<file path="src/rtl/traceback_walker_pkg.sv">
// Shared definitions for the NW traceback walker: direction codes and FSM states.
package traceback_walker_pkg;

    localparam logic [1:0] DIR_DIAG = 2'b00;
    localparam logic [1:0] DIR_UP   = 2'b01;
    localparam logic [1:0] DIR_LEFT = 2'b10;
    localparam logic [1:0] DIR_BAD  = 2'b11;

    typedef enum logic [2:0] {
        ST_IDLE  = 3'd0,
        ST_FETCH = 3'd1,
        ST_WAIT  = 3'd2,
        ST_STEP  = 3'd3,
        ST_EDGE  = 3'd4,
        ST_DONE  = 3'd5
    } tw_state_t;

    // Traceback owns the index muxes from FETCH through EDGE.
    function automatic logic is_busy(input tw_state_t s);
        return (s == ST_FETCH) || (s == ST_WAIT) || (s == ST_STEP) || (s == ST_EDGE);
    endfunction

endpackage

</file>
<file path="src/rtl/traceback_walker.sv">
// Walks the direction matrix from (N,N) to (0,0), addressing the direction RAM
// and emitting one alignment operation per step.
module traceback_walker
    import traceback_walker_pkg::*;
#(
    parameter int N       = 128,
    parameter int BitAddr = $clog2(N + 1)
) (
    input  logic               clk,
    input  logic               rst,
    input  logic               start,
    input  logic [1:0]         dir_data,
    output logic               dir_rd_en,
    output logic [BitAddr:0]   i_t,
    output logic [BitAddr:0]   j_t,
    output logic               en_traceA,
    output logic               en_traceB,
    output logic               change_index,
    output logic [1:0]         align_op,
    output logic               align_valid,
    output logic [BitAddr+1:0] align_len,
    output logic               busy,
    output logic               done,
    output logic               err
);

    localparam logic [BitAddr:0]   IDX_MAX = (BitAddr + 1)'(N);
    localparam logic [BitAddr:0]   IDX_ONE = (BitAddr + 1)'(1);
    localparam logic [BitAddr:0]   IDX_ZER = '0;
    localparam logic [BitAddr+1:0] LEN_ONE = (BitAddr + 2)'(1);

    tw_state_t          state, state_nx;
    logic [BitAddr:0]   i_q, j_q, i_nx, j_nx;
    logic [BitAddr+1:0] len_q, len_nx;
    logic               err_q, err_nx;
    logic [1:0]         dir_q;
    logic               busy_q;
    logic [1:0]         op;
    logic               op_vld;

    always_ff @(posedge clk or negedge rst) begin
        if (!rst) begin
            state  <= ST_IDLE;
            i_q    <= '0;
            j_q    <= '0;
            len_q  <= '0;
            err_q  <= 1'b0;
            dir_q  <= DIR_DIAG;
            busy_q <= 1'b0;
        end else begin
            state  <= state_nx;
            i_q    <= i_nx;
            j_q    <= j_nx;
            len_q  <= len_nx;
            err_q  <= err_nx;
            busy_q <= is_busy(state_nx);
            // RAM word is valid during WAIT; hold it for STEP.
            if (state == ST_WAIT) dir_q <= dir_data;
        end
    end

    always_comb begin
        state_nx = state;
        i_nx     = i_q;
        j_nx     = j_q;
        len_nx   = len_q;
        err_nx   = err_q;
        op       = DIR_DIAG;
        op_vld   = 1'b0;
        case (state)
            ST_IDLE: begin
                if (start) begin
                    i_nx     = IDX_MAX;
                    j_nx     = IDX_MAX;
                    len_nx   = '0;
                    err_nx   = 1'b0;
                    state_nx = ST_FETCH;
                end
            end
            ST_FETCH: state_nx = ST_WAIT;
            ST_WAIT:  state_nx = ST_STEP;
            ST_STEP: begin
                if (dir_q == DIR_BAD) begin
                    err_nx   = 1'b1;
                    state_nx = ST_DONE;
                end else begin
                    op     = dir_q;
                    op_vld = 1'b1;
                    len_nx = len_q + LEN_ONE;
                    if (dir_q != DIR_LEFT && i_q != IDX_ZER) i_nx = i_q - IDX_ONE;
                    if (dir_q != DIR_UP && j_q != IDX_ZER)   j_nx = j_q - IDX_ONE;
                    if (i_nx == IDX_ZER && j_nx == IDX_ZER)      state_nx = ST_DONE;
                    else if (i_nx == IDX_ZER || j_nx == IDX_ZER) state_nx = ST_EDGE;
                    else                                         state_nx = ST_FETCH;
                end
            end
            ST_EDGE: begin
                // One border is reached; the rest of the path is forced.
                op_vld = 1'b1;
                len_nx = len_q + LEN_ONE;
                if (i_q == IDX_ZER) begin
                    op = DIR_LEFT;
                    if (j_q != IDX_ZER) j_nx = j_q - IDX_ONE;
                end else begin
                    op   = DIR_UP;
                    i_nx = i_q - IDX_ONE;
                end
                if (i_nx == IDX_ZER && j_nx == IDX_ZER) state_nx = ST_DONE;
            end
            ST_DONE: state_nx = ST_IDLE;
            default: state_nx = ST_IDLE;
        endcase
    end

    assign dir_rd_en    = (state == ST_FETCH);
    assign i_t          = i_q;
    assign j_t          = j_q;
    assign align_len    = len_q;
    assign err          = err_q;
    assign align_op     = op;
    assign align_valid  = op_vld;
    assign busy         = busy_q;
    assign en_traceA    = busy_q;
    assign en_traceB    = busy_q;
    assign change_index = busy_q;
    assign done         = (state == ST_DONE);

endmodule
</file>
<file path="config.mk">
export PLATFORM = sky130hd
export DESIGN_NAME = traceback_walker
export DESIGN_NICKNAME = d
export VERILOG_FILES = /design/src/rtl/traceback_walker_pkg.sv /design/src/rtl/traceback_walker.sv
export SDC_FILE = /design/constraint.sdc
export NUM_CORES = 1
export LEC_CHECK = 0
export BUFFER_PORTS_ARGS = -buffer_cell sky130_fd_sc_hd__buf_2
export CELL_PAD_IN_SITES_DETAIL_PLACEMENT = 0
export CELL_PAD_IN_SITES_GLOBAL_PLACEMENT = 2
export CORE_MARGIN = 2
export CORE_UTILIZATION = 33
export CTS_CLUSTER_SIZE = 40
export DETAILED_ROUTE_END_ITERATION = 8
export PLACE_DENSITY = 0.9
export SLEW_MARGIN = 20
export SYNTH_ARGS = -nofsm -noshare
export SYNTH_HDL_FRONTEND = slang
export SYNTH_SLANG_ARGS = --single-unit
</file>
<file path="constraint.sdc">
create_clock -name clk -period 4.8 [get_ports clk]
set_clock_uncertainty 0.15 [all_clocks]
set_input_delay 1.44 -clock clk [delete_from_list [all_inputs] [get_ports clk]]
set_output_delay 1.44 -clock clk [all_outputs]
set_load 0.01 [all_outputs]
</file>
==> out/metrics.yaml, run 1 <==
cts.repair.resized: 0
synth_top_cells_by_area: "dfrtp_1 (33%), o21ai_0 (5.7%), nor2_1 (5.4%)"
p_int_w: 0.00106
cts_hold_buf: 0
synth-main-ff-cell: "dfrtp_1"
cts-root-buf: "clkbuf_8"
swShare_pct: 51.4
r2r_cells: 14
p_clk_share_pct: 12.9
stdcell_count: 459
ys_top_cells_by_count: "nor2_1 (38), dfrtp_1 (35), o21ai_0 (30)"
setup_viol: 0
post_cts_buffers: 0
endpoint_kind: "primary output"
hp-class: "reg -> reg"
netlist_instances: 328
p_comb_share_pct: 61.3
grt_max_degree: 36
slew_violations: 0
worstSetupPathType: "reg -> out"
r2r_end: "busy$_DFF_PN0_"
power_density_mw_per_mm2: 727
arrival_ns: 2.41
place_inst: 451
max_slew_margin_pct: 44.0
path_buf_inv: 2
antenna_found_initial: 0
worst_slew_pin_slew_ns: 0.831
start_util_pct: 34.1
finalWirelength_um: 7800
num_antenna_cells: 0
io_pins: 43
clkTransAtPathRegs_ns: 0.09
finalHoldViolations: 0
synthArstFlopShare_pct: 100
vias: 2621
drt-pass1-iter-count: 4
start_kind: "flip-flop"
gp_congestion: 0.884
drtIter0Drc: 286
syn_nets: 338
pwr-share-seq_pct: 25.8
required_ns: 3.21
grt_pass1_wl_um: 12500
clock_sinks: 35
cts_buffers: 5
rsz0062_at_grt: "false"
r2r_slack_ns: 1.14
drive_above_1_share_pct: 19.9
synth-seq-area-share_pct: 33.2
post_drt_wl_per_cell_um: 17.0
final.period_utilization_pct: 83.4
fin_setup_tns_ns: 0
grt_overflow_total: 0
finalNetCount: 366
period_needed_ns: 4.00
rows: 32
cp_slowest_stage_delay_ns: 0.49
synth_edf_count: 0
drcViolationCount: 0
maxCapViolCount: 0
crit_slowest_cell: "dfrtp_1"
insertion_delay_ns: 0.30
grt_pass1_vias: 2394
cp_top_family: "simple AND/OR/NAND/NOR gates"
crit_chain: "inv_1, ha_1, nor3b_1, nand3_1, nand2_1, o21ai_0, buf_2"
fmax_ghz: 0.250
n_fill_cell: 826
synth_top_cell_area_share_pct: 33.2
viasPerCell: 5.71
synth_most_common_cell: "nor2_1"
ys_types: 60
die-area_mm2: 0.00872
die_h_um: 93.4
timing.rr.start: "j_t[0]$_DFFE_PN0P_"
syn_avg_cell_area_um2: 8.03
yosys.area.top_type: "dfrtp_1"
antenna_left: 0
syn_area_mm2: 0.00264
final_cell_area_mm2: 0.00299
power.switching_w: 0.00112
htree_levels: 2
dpl.hpwl_um: 5410
ys_seq_elements: 35
coreArea_mm2: 0.00773
irDropWorstVdd_mv: 0.237
p_leak_nw: 1.29
die_w_um: 93.4
status: "finished, final reports clean"
ys_warn_count: 0
cp_num_cells: 7
track_usage_pct: 18.2
setup.worst_path.start: "i_t[0]$_DFFE_PN0P_"
portBuffers: 42
tritoncts: "done"
syn_to_final_growth_pct: 13.5
placed_area_mm2: 0.00288
worstPathMaxFanout: 11
setup.worst_path.end: "align_op[0]"
clockBufferDepth: 2
-- cell usage in the layout (no fill, tap or decap), types with 3 or more instances in the layout --
cell type | Yosys | layout
a211oi_1 | 3 | 3
a21oi_1 | 24 | 24
a31oi_1 | 12 | 12
and2_1 | 3 | 3
and3_1 | 4 | 4
buf_2 | 4 | 42
buf_4 | 3 | 4
clkbuf_8 | 0 | 5
dfrtp_1 | 35 | 35
ha_1 | 5 | 5
inv_1 | 10 | 10
nand2_1 | 24 | 24
nand3_1 | 15 | 15
nand4_1 | 5 | 5
nor2_1 | 38 | 38
nor2b_1 | 4 | 4
nor3_1 | 8 | 8
nor3b_1 | 4 | 4
nor4_1 | 3 | 3
nor4b_1 | 3 | 3
o21ai_0 | 30 | 30
o22ai_1 | 4 | 4
o31ai_1 | 6 | 6
o32a_1 | 3 | 3
o32ai_1 | 4 | 3
or3_1 | 5 | 5
or3b_2 | 3 | 3
xnor2_1 | 5 | 5
xor2_1 | 6 | 6
-- area by class of cell --
cell class,count,area (um^2),area share (%)
multi-input combinational,257,1590,53.3
sequential,35,876,29.3
timing repair buffer,46,240,8.03
tap,102,128,4.27
clock buffer,5,68.8,2.30
clock inverter,3,43.8,1.46
inverter,11,41.3,1.38
-- worst reg2reg max path, stage by stage (launching register included) --
cell and delay (ns):
dfrtp_1 0.45, inv_1 0.15, ha_1 0.29, or4b_4 0.58
or2_2 0.35, a211oi_1 0.24, a41oi_1 0.07, nor4_1 0.27
nand3_1 0.13, ha_1 0.28, nand2_1 0.05, a2bb2oi_1 0.16
nor2_1 0.07, a41o_1 0.22, o21ai_1 0.13
-- cell families after synthesis --
family	count (synthesis)	synth area share [%]
buf+inv	36	6.60
xor+xnor	11	3.66
mux	2	0.855
compound gates	111	28.0
flops	35	33.2
fa+ha+maj	5	2.37
simple gates	128	25.3
-- flip-flops by register name (all words and copies together), names as in the netlist --
register   flops
align_len     10
i_t            9
j_t            9
state          3
dir_q          2
busy           1
err            1
-- worst min path at each step --
stage,from,end,slack (ns),depth (start not counted)
after floorplan,state[2]$_DFF_PN0_,state[1]$_DFF_PN0_,0.37,1
after global placement,align_len[9]$_DFFE_PN0P_,align_len[9]$_DFFE_PN0P_,0.37,2
after detailed placement,err$_DFFE_PN0P_,err$_DFFE_PN0P_,0.37,2
after CTS,align_len[0]$_DFFE_PN0P_,align_len[0]$_DFFE_PN0P_,0.40,1
after global routing,err$_DFFE_PN0P_,err$_DFFE_PN0P_,0.43,2
final,align_len[0]$_DFFE_PN0P_,align_len[0]$_DFFE_PN0P_,0.40,1
-- power by group through the flow --
stage	Clock, W	Combinational (W)	Sequential (W)
after floorplan	0	0.00103	0.000495
after global placement	0	0.00132	0.000561
after detailed placement	0	0.00132	0.000563
after CTS	0.000287	0.00133	0.000557
after global routing	0.000300	0.00148	0.000583
final	0.000281	0.00133	0.000560
-- per-stage QoR --
step           power (W)  util, %  setup WS, ns  hold slack (ns)
4_1_cts          0.00217     38.7         0.805            0.405
6_report         0.00217     38.7         0.799            0.395
2_1_floorplan    0.00153        -          1.40            0.366
3_3_place_gp     0.00188     37.2          1.27            0.372
3_5_place_dp     0.00188     37.2          1.16            0.371
5_1_grt          0.00236     38.7         0.564            0.427
-- per-layer routing --
layer / up-vias / global-route usage [%] / routed length, um
li1: 1277 / - / -
met5: - / 0 / 0
met1: 1256 / 26.0 / 3610
met4: 0 / 5.51 / 107
met3: 7 / 2.42 / 404
met2: 81 / 28.8 / 3680
Note: power is estimated with default switching activity, not from simulation.
==> run 2: changes to the inputs <==
ABC_AREA = 1   (was not set)
CORE_UTILIZATION = 31   (was 33)
PLACE_DENSITY = 0.89   (was 0.9)
clock period = 4.15 ns   (was 4.8 ns; I/O delays follow)
==> out/metrics.yaml, run 2 <==
status: "finished, final reports clean"
drt-pass1-iter-count: 4  # unchanged
worstPathMaxFanout: 20  # +9
syn_area_mm2: 0.00274  # +3.8%
timing.rr.start: "i_t[0]$_DFFE_PN0P_"
ys_types: 39  # -35%
finalHoldViolations: 0  # unchanged
max_slew_margin_pct: 43.4  # -0.65 points
fin_setup_tns_ns: 0  # unchanged
rows: 34  # +6.3%
dpl.hpwl_um: 5790  # +7.0%
arrival_ns: 3.53  # +1.12 ns
final_cell_area_mm2: 0.00306  # +2.5%
ys_warn_count: 0  # unchanged
grt_pass1_vias: 2539  # +6.1%
cts_hold_buf: 0  # unchanged
path_buf_inv: 3  # +1
syn_avg_cell_area_um2: 6.76  # -16%
synthArstFlopShare_pct: 100  # unchanged
cpMostUsedCell: "nand2_1"
post_cts_buffers: 0  # unchanged
irDropWorstVdd_mv: 0.383  # +62%
crit_slowest_cell: "dfrtp_1"
cts_buffers: 5  # unchanged
cts.repair.resized: 0  # unchanged
endpoint_kind: "flip-flop"
r2r_end: "busy$_DFF_PN0_"
p_leak_nw: 1.52  # +18%
viasPerCell: 5.01  # -12%
tritoncts: "done"
final_util_pct: 35.5  # -3.2 points
vias: 2751  # +5.0%
die-area_mm2: 0.00959  # +10%
yosys.area.top_type: "dfrtp_1"
antenna_found_initial: 0  # unchanged
final_common_cell: "nand2_1"
start_kind: "flip-flop"
fmax_ghz: 0.287
clkTransAtPathRegs_ns: 0.07  # -0.02 ns
drtIter0Drc: 135  # -53%
finalNetCount: 450  # +23%
htree_levels: 2  # unchanged
cp_top_family: "simple AND/OR/NAND/NOR gates"
die_h_um: 98.0  # +4.9%
clockBufferDepth: 2  # unchanged
timing.final.ws_setup_ns: 0.660  # -0.139 ns
ys_seq_elements: 35  # unchanged
grt_max_degree: 38  # +5.6%
holdPathStages: 2  # +1
post_drt_wl_per_cell_um: 14.1  # -17%
placed_area_mm2: 0.00298  # +3.7%
drive_above_1_share_pct: 18.6  # -1.3 points
hold-path-endpoint: "err$_DFFE_PN0P_"
r2r_slack_ns: 0.66  # -0.48 ns
track_usage_pct: 16.0  # -2.2 points
grt_pass1_wl_um: 12600  # +1.0%
antenna_left: 0  # unchanged
setup_viol: 0  # unchanged
num_antenna_cells: 0  # unchanged
crit_chain: "inv_1, ha_1, nand2_1, nor2_2, nand2_4, nand2_2, inv_2, nand2_1, o21ai_0, nor4_1, nand2_1, ha_1, a21oi_1, nor3_1, nand4_1, nand2_1, inv_1"
synth_top_cells_by_area: "dfrtp_1 (32%), nand2_1 (15%), inv_1 (6.3%)"
clock_sinks: 35  # unchanged
place_ws_ns: 0.669  # -0.491 ns
coreArea_mm2: 0.00864  # +12%
period_needed_ns: 3.49
netlist_instances: 405  # +23%
n_fill_cell: 951  # +15%
start_util_pct: 31.7  # -2.4 points
final_cell_mix: "nand2_1 (112), inv_1 (46), buf_2 (42)"
portBuffers: 42  # unchanged
power_density_mw_per_mm2: 874  # +20%
synth_edf_count: 0  # unchanged
worstHoldStart: "err$_DFFE_PN0P_"
grt_overflow_total: 0  # unchanged
worstSetupPathType: "reg -> reg"
syn_nets: 415  # +23%
synth-main-ff-cell: "dfrtp_1"
insertion_delay_ns: 0.29  # about the same
cp_slowest_stage_delay_ns: 0.42  # -0.07 ns
synth_top_cell_area_share_pct: 32.0  # -1.2 points
hp-class: "reg -> reg"
worst_slew_pin_slew_ns: 0.849  # +0.0185 ns
hold_ws_ns: 0.333  # -0.0623 ns
synth-seq-area-share_pct: 32.0  # -1.2 points
finalWirelength_um: 7740  # -0.87%
r2r_cells: 17  # +3
die_w_um: 98.0  # +4.9%
cts-root-buf: "clkbuf_8"
synth_most_common_cell: "nand2_1"
maxCapViolCount: 0  # unchanged
slew_violations: 0  # unchanged
required_ns: 4.19  # +0.98 ns
ys_top_cells_by_count: "nand2_1 (112), inv_1 (46), nor2_1 (38)"
final.period_utilization_pct: 84.1
gp_congestion: 0.808  # -8.6%
largest_reg_flops: 10  # unchanged
rsz0062_at_grt: "false"
io_pins: 43  # unchanged
syn_to_final_growth_pct: 12.0
drcViolationCount: 0  # unchanged
run 2: changes by cell type after synthesis, moves of 5 or more:
cell      change
nand2_1      +88
inv_1        +36
clkbuf_1     -12
a21oi_1       -8
nand2_2       +7
nand3_1       +7
o31ai_1       -6
a31oi_1       -5
nand2_4       +5
nor2_2        +5
nor2_4        +5
or3_1         -5
run 2: kinds of logic after synthesis:
family,synth area share [%]
AOI/OAI and AO/OA,15.1
and+or+nand+nor,37.8
xor gates and xnor gates,1.92
DFF,32.0
buffers and inverters,10.9
adders and majority gates,2.29
run 2: worst reg2reg max path: stages, from the launching register on:
cell	delay (ns)
dfrtp_1	0.42
inv_1	0.23
ha_1	0.22
nand2_1	0.07
nor2_2	0.15
nand2_4	0.18
nand2_2	0.18
inv_2	0.13
nand2_1	0.07
o21ai_0	0.10
nor4_1	0.41
nand2_1	0.13
ha_1	0.30
a21oi_1	0.05
nor3_1	0.35
nand4_1	0.14
nand2_1	0.10
inv_1	0.04
run 2: area by class of cell:
cell class                 instances  area, um^2  area share (%)
timing repair buffer              42         210            6.86
clock buffer                       7        76.3            2.49
inverter                          52         200            6.53
clock inverter                     1        5.00           0.163
tap                              108         135            4.41
multi-input combinational        304        1560            51.0
sequential                        35         876            28.6
run 2: stage by stage:
| stage | std cells | power [W] |
|---|---|---|
| 2_1_floorplan | 405 | 0.00200 |
| 4_1_cts | 549 | 0.00270 |
| 3_3_place_gp | 541 | 0.00245 |
| 6_report | 549 | 0.00268 |
| 5_1_grt | 549 | 0.00298 |
| 3_5_place_dp | 541 | 0.00244 |
run 2: worst max path at each step:
stage,start,endpoint,slack (ns),cells after the start
4_1_cts,i_t[0]$_DFFE_PN0P_,busy$_DFF_PN0_,0.67,17
5_1_grt,i_t[0]$_DFFE_PN0P_,busy$_DFF_PN0_,0.33,17
6_report,i_t[0]$_DFFE_PN0P_,busy$_DFF_PN0_,0.66,17
3_3_place_gp,i_t[0]$_DFFE_PN0P_,busy$_DFF_PN0_,0.69,17
2_1_floorplan,j_t[0]$_DFFE_PN0P_,busy$_DFF_PN0_,1.22,18
3_5_place_dp,i_t[0]$_DFFE_PN0P_,busy$_DFF_PN0_,0.67,17
run 2: metal layers:
metal	vias up	GRT usage, %	share of wire, %
met5	-	0	0
li1	1391	-	-
met4	0	2.99	0.58
met2	77	26.6	47
met1	1278	21.9	47
met3	5	3.29	5.4
run 2: where the power goes:
part | switching [W] | internal [W] | leakage, nW
Combinational | 0.00122 | 0.000575 | 1.03
Clock | 0.000126 | 0.000118 | 0.0422
Sequential | 0.000171 | 0.000469 | 0.448
==> run 3: changes to the inputs <==
CORE_UTILIZATION = 28   (was 31)
PLACE_DENSITY = 0.86   (was 0.89)
clock period = 2.9 ns   (was 4.15 ns; I/O delays follow)
==> out/metrics.yaml, run 3 (same netlist as run 2, synthesis figures left out) <==
io_pins: 43  # unchanged
drive_above_1_share_pct: 26.9  # +8.3 points
drcViolationCount: 0  # unchanged
fmax_ghz: 0.362
period_needed_ns: 2.77
setup.worst_path.end: "align_op[0]"
p_clk_share_pct: 12.0  # +2.9 points
portBuffers: 42  # unchanged
final_common_cell: "nand2_1"
timing.rr.start: "j_t[1]$_DFFE_PN0P_"
swShare_pct: 52.3  # -4.4 points
grt_pass1_vias: 2787  # +9.8%
start_kind: "flip-flop"
slew_violations: 0  # unchanged
power.switching_w: 0.00237  # +56%
cts_buffers: 5  # unchanged
track_usage_pct: 16.3  # +0.22 points
path_buf_inv: 3  # unchanged
place_inst: 587  # +8.5%
cpMostUsedCell: "inv_1"
final.period_utilization_pct: 95.4
dpl.hpwl_um: 6050  # +4.6%
start_util_pct: 28.4  # -3.3 points
cp_slowest_stage_delay_ns: 0.38  # -0.04 ns
num_antenna_cells: 0  # unchanged
coreArea_mm2: 0.00964  # +12%
grt_pass1_wl_um: 13500  # +7.1%
finalHoldViolations: 0  # unchanged
clock_sinks: 35  # unchanged
endpoint_kind: "primary output"
insertion_delay_ns: 0.30  # about the same
die-area_mm2: 0.0106  # +10%
r2r_cells: 17  # unchanged
largest_reg_flops: 10  # unchanged
r2r_slack_ns: 0.16  # -0.50 ns
worst_slew_pin_slew_ns: 0.855  # +0.00623 ns
post_drt_wl_per_cell_um: 13.5  # -4.3%
syn_to_final_growth_pct: 26.2
max_slew_margin_pct: 43.0  # -0.42 points
antenna_left: 0  # unchanged
setup.worst_path.start: "i_t[0]$_DFFE_PN0P_"
worstSetupPathType: "reg -> out"
p_int_w: 0.00217  # +87%
power_density_mw_per_mm2: 1310  # +50%
gp_congestion: 0.833  # +3.1%
die_h_um: 103  # +5.0%
p_leak_nw: 1.69  # +11%
clkTransAtPathRegs_ns: 0.08  # about the same
worstPathMaxFanout: 7  # -65%
crit_slowest_cell: "dfrtp_1"
setup_viol: 0  # unchanged
vias: 2895  # +5.2%
arrival_ns: 1.75  # -1.78 ns
hp-class: "reg -> reg"
die_w_um: 103  # +5.0%
p_comb_share_pct: 68.7  # +1.7 points
crit_chain: "inv_1, ha_2, inv_1, nor2_1, nand2_1, nor2_4, o22ai_1, buf_2"
required_ns: 1.88  # -2.31 ns
htree_levels: 2  # unchanged
hold_ws_ns: 0.335  # +0.00257 ns
r2r_end: "busy$_DFF_PN0_"
cts-root-buf: "clkbuf_8"
drt-pass1-iter-count: 4  # unchanged
cp_top_family: "simple AND/OR/NAND/NOR gates"
grt_overflow_total: 0  # unchanged
rsz0062_at_grt: "true"
finalWirelength_um: 8110  # +4.8%
maxCapViolCount: 0  # unchanged
antenna_found_initial: 0  # unchanged
viasPerCell: 4.82  # -3.9%
irDropWorstVdd_mv: 0.342  # -11%
rows: 36  # +5.9%
drtIter0Drc: 139  # +3.0%
grt_max_degree: 36  # -5.3%
tritoncts: "done"
clockBufferDepth: 2  # unchanged
finalNetCount: 477  # +6.0%
stdcell_count: 601  # +9.5%
cp_num_cells: 8  # -9
pwr-share-seq_pct: 19.3  # -4.6 points
final_cell_mix: "nand2_1 (111), inv_1 (44), buf_2 (42)"
status: "finished, final reports clean"
## run 3: timing repair
item,in CTS,in global routing
pin swaps,2,10
hold buffers,0,0
setup endpoints to repair,1,5
resized for setup,1,27
buffers inserted,0,6
## run 3: power by group through the flow
| stage | Clock [W] | Combinational [W] | Sequential, W |
|---|---|---|---|
| 2_1_floorplan | 0 | 0.00194 | 0.000932 |
| 3_5_place_dp | 0 | 0.00287 | 0.000882 |
| 3_3_place_gp | 0 | 0.00288 | 0.000882 |
| 6_report | 0.000544 | 0.00312 | 0.000877 |
| 5_1_grt | 0.000580 | 0.00351 | 0.000908 |
| 4_1_cts | 0.000563 | 0.00290 | 0.000874 |
## run 3: cell type report
| class | instances | area [um^2] |
|---|---|---|
| Tap cell | 133 | 166 |
| Clock buffer | 5 | 68.8 |
| Clock inverter | 3 | 67.6 |
| Timing Repair Buffer | 69 | 429 |
| Fill cell | 1066 | 6190 |
| Sequential cell | 35 | 877 |
| Multi-Input combinational cell | 304 | 1640 |
| Inverter | 52 | 205 |
## run 3: tightest hold or removal path: stages, from the launching register on
cell,delay [ns]
dfrtp_1,0.35
a21oi_1,0.07
inv_1,0.04
## run 3: worst min-delay path by stage
| stage | depth (start not counted) | start | slack, ns | end |
|---|---|---|---|---|
| global route | 2 | err$_DFFE_PN0P_ | 0.39 | err$_DFFE_PN0P_ |
| global placement | 2 | err$_DFFE_PN0P_ | 0.31 | err$_DFFE_PN0P_ |
| finish | 2 | err$_DFFE_PN0P_ | 0.34 | err$_DFFE_PN0P_ |
| CTS | 2 | err$_DFFE_PN0P_ | 0.34 | err$_DFFE_PN0P_ |
| floorplan | 2 | dir_q[1]$_DFFE_PN0P_ | 0.33 | dir_q[1]$_DFFE_PN0P_ |
| detailed placement | 2 | err$_DFFE_PN0P_ | 0.31 | err$_DFFE_PN0P_ |
## run 3: metal layers
layer	GRT usage, %	share of wire [%]	vias to the layer above	wire (um)
li1	-	-	1455	-
met1	21.1	46	1367	3740
met2	28.0	48	66	3910
met3	2.51	4.7	7	384
met4	4.96	0.91	0	74
met5	0	0	-	0
## run 3: per-stage QoR
step	util [%]	setup TNS, ns	setup slack, ns	cell area, um^2	power [W]
2_1_floorplan	-	0	0.0659	2740	0.00287
3_3_place_gp	33.1	-0.0781	-0.0781	3190	0.00377
3_5_place_dp	33.1	-0.0613	-0.0613	3190	0.00375
6_report	35.8	0	0.134	3450	0.00454
4_1_cts	34.6	0	0.0144	3330	0.00434
5_1_grt	35.8	-0.0714	-0.0714	3450	0.00500
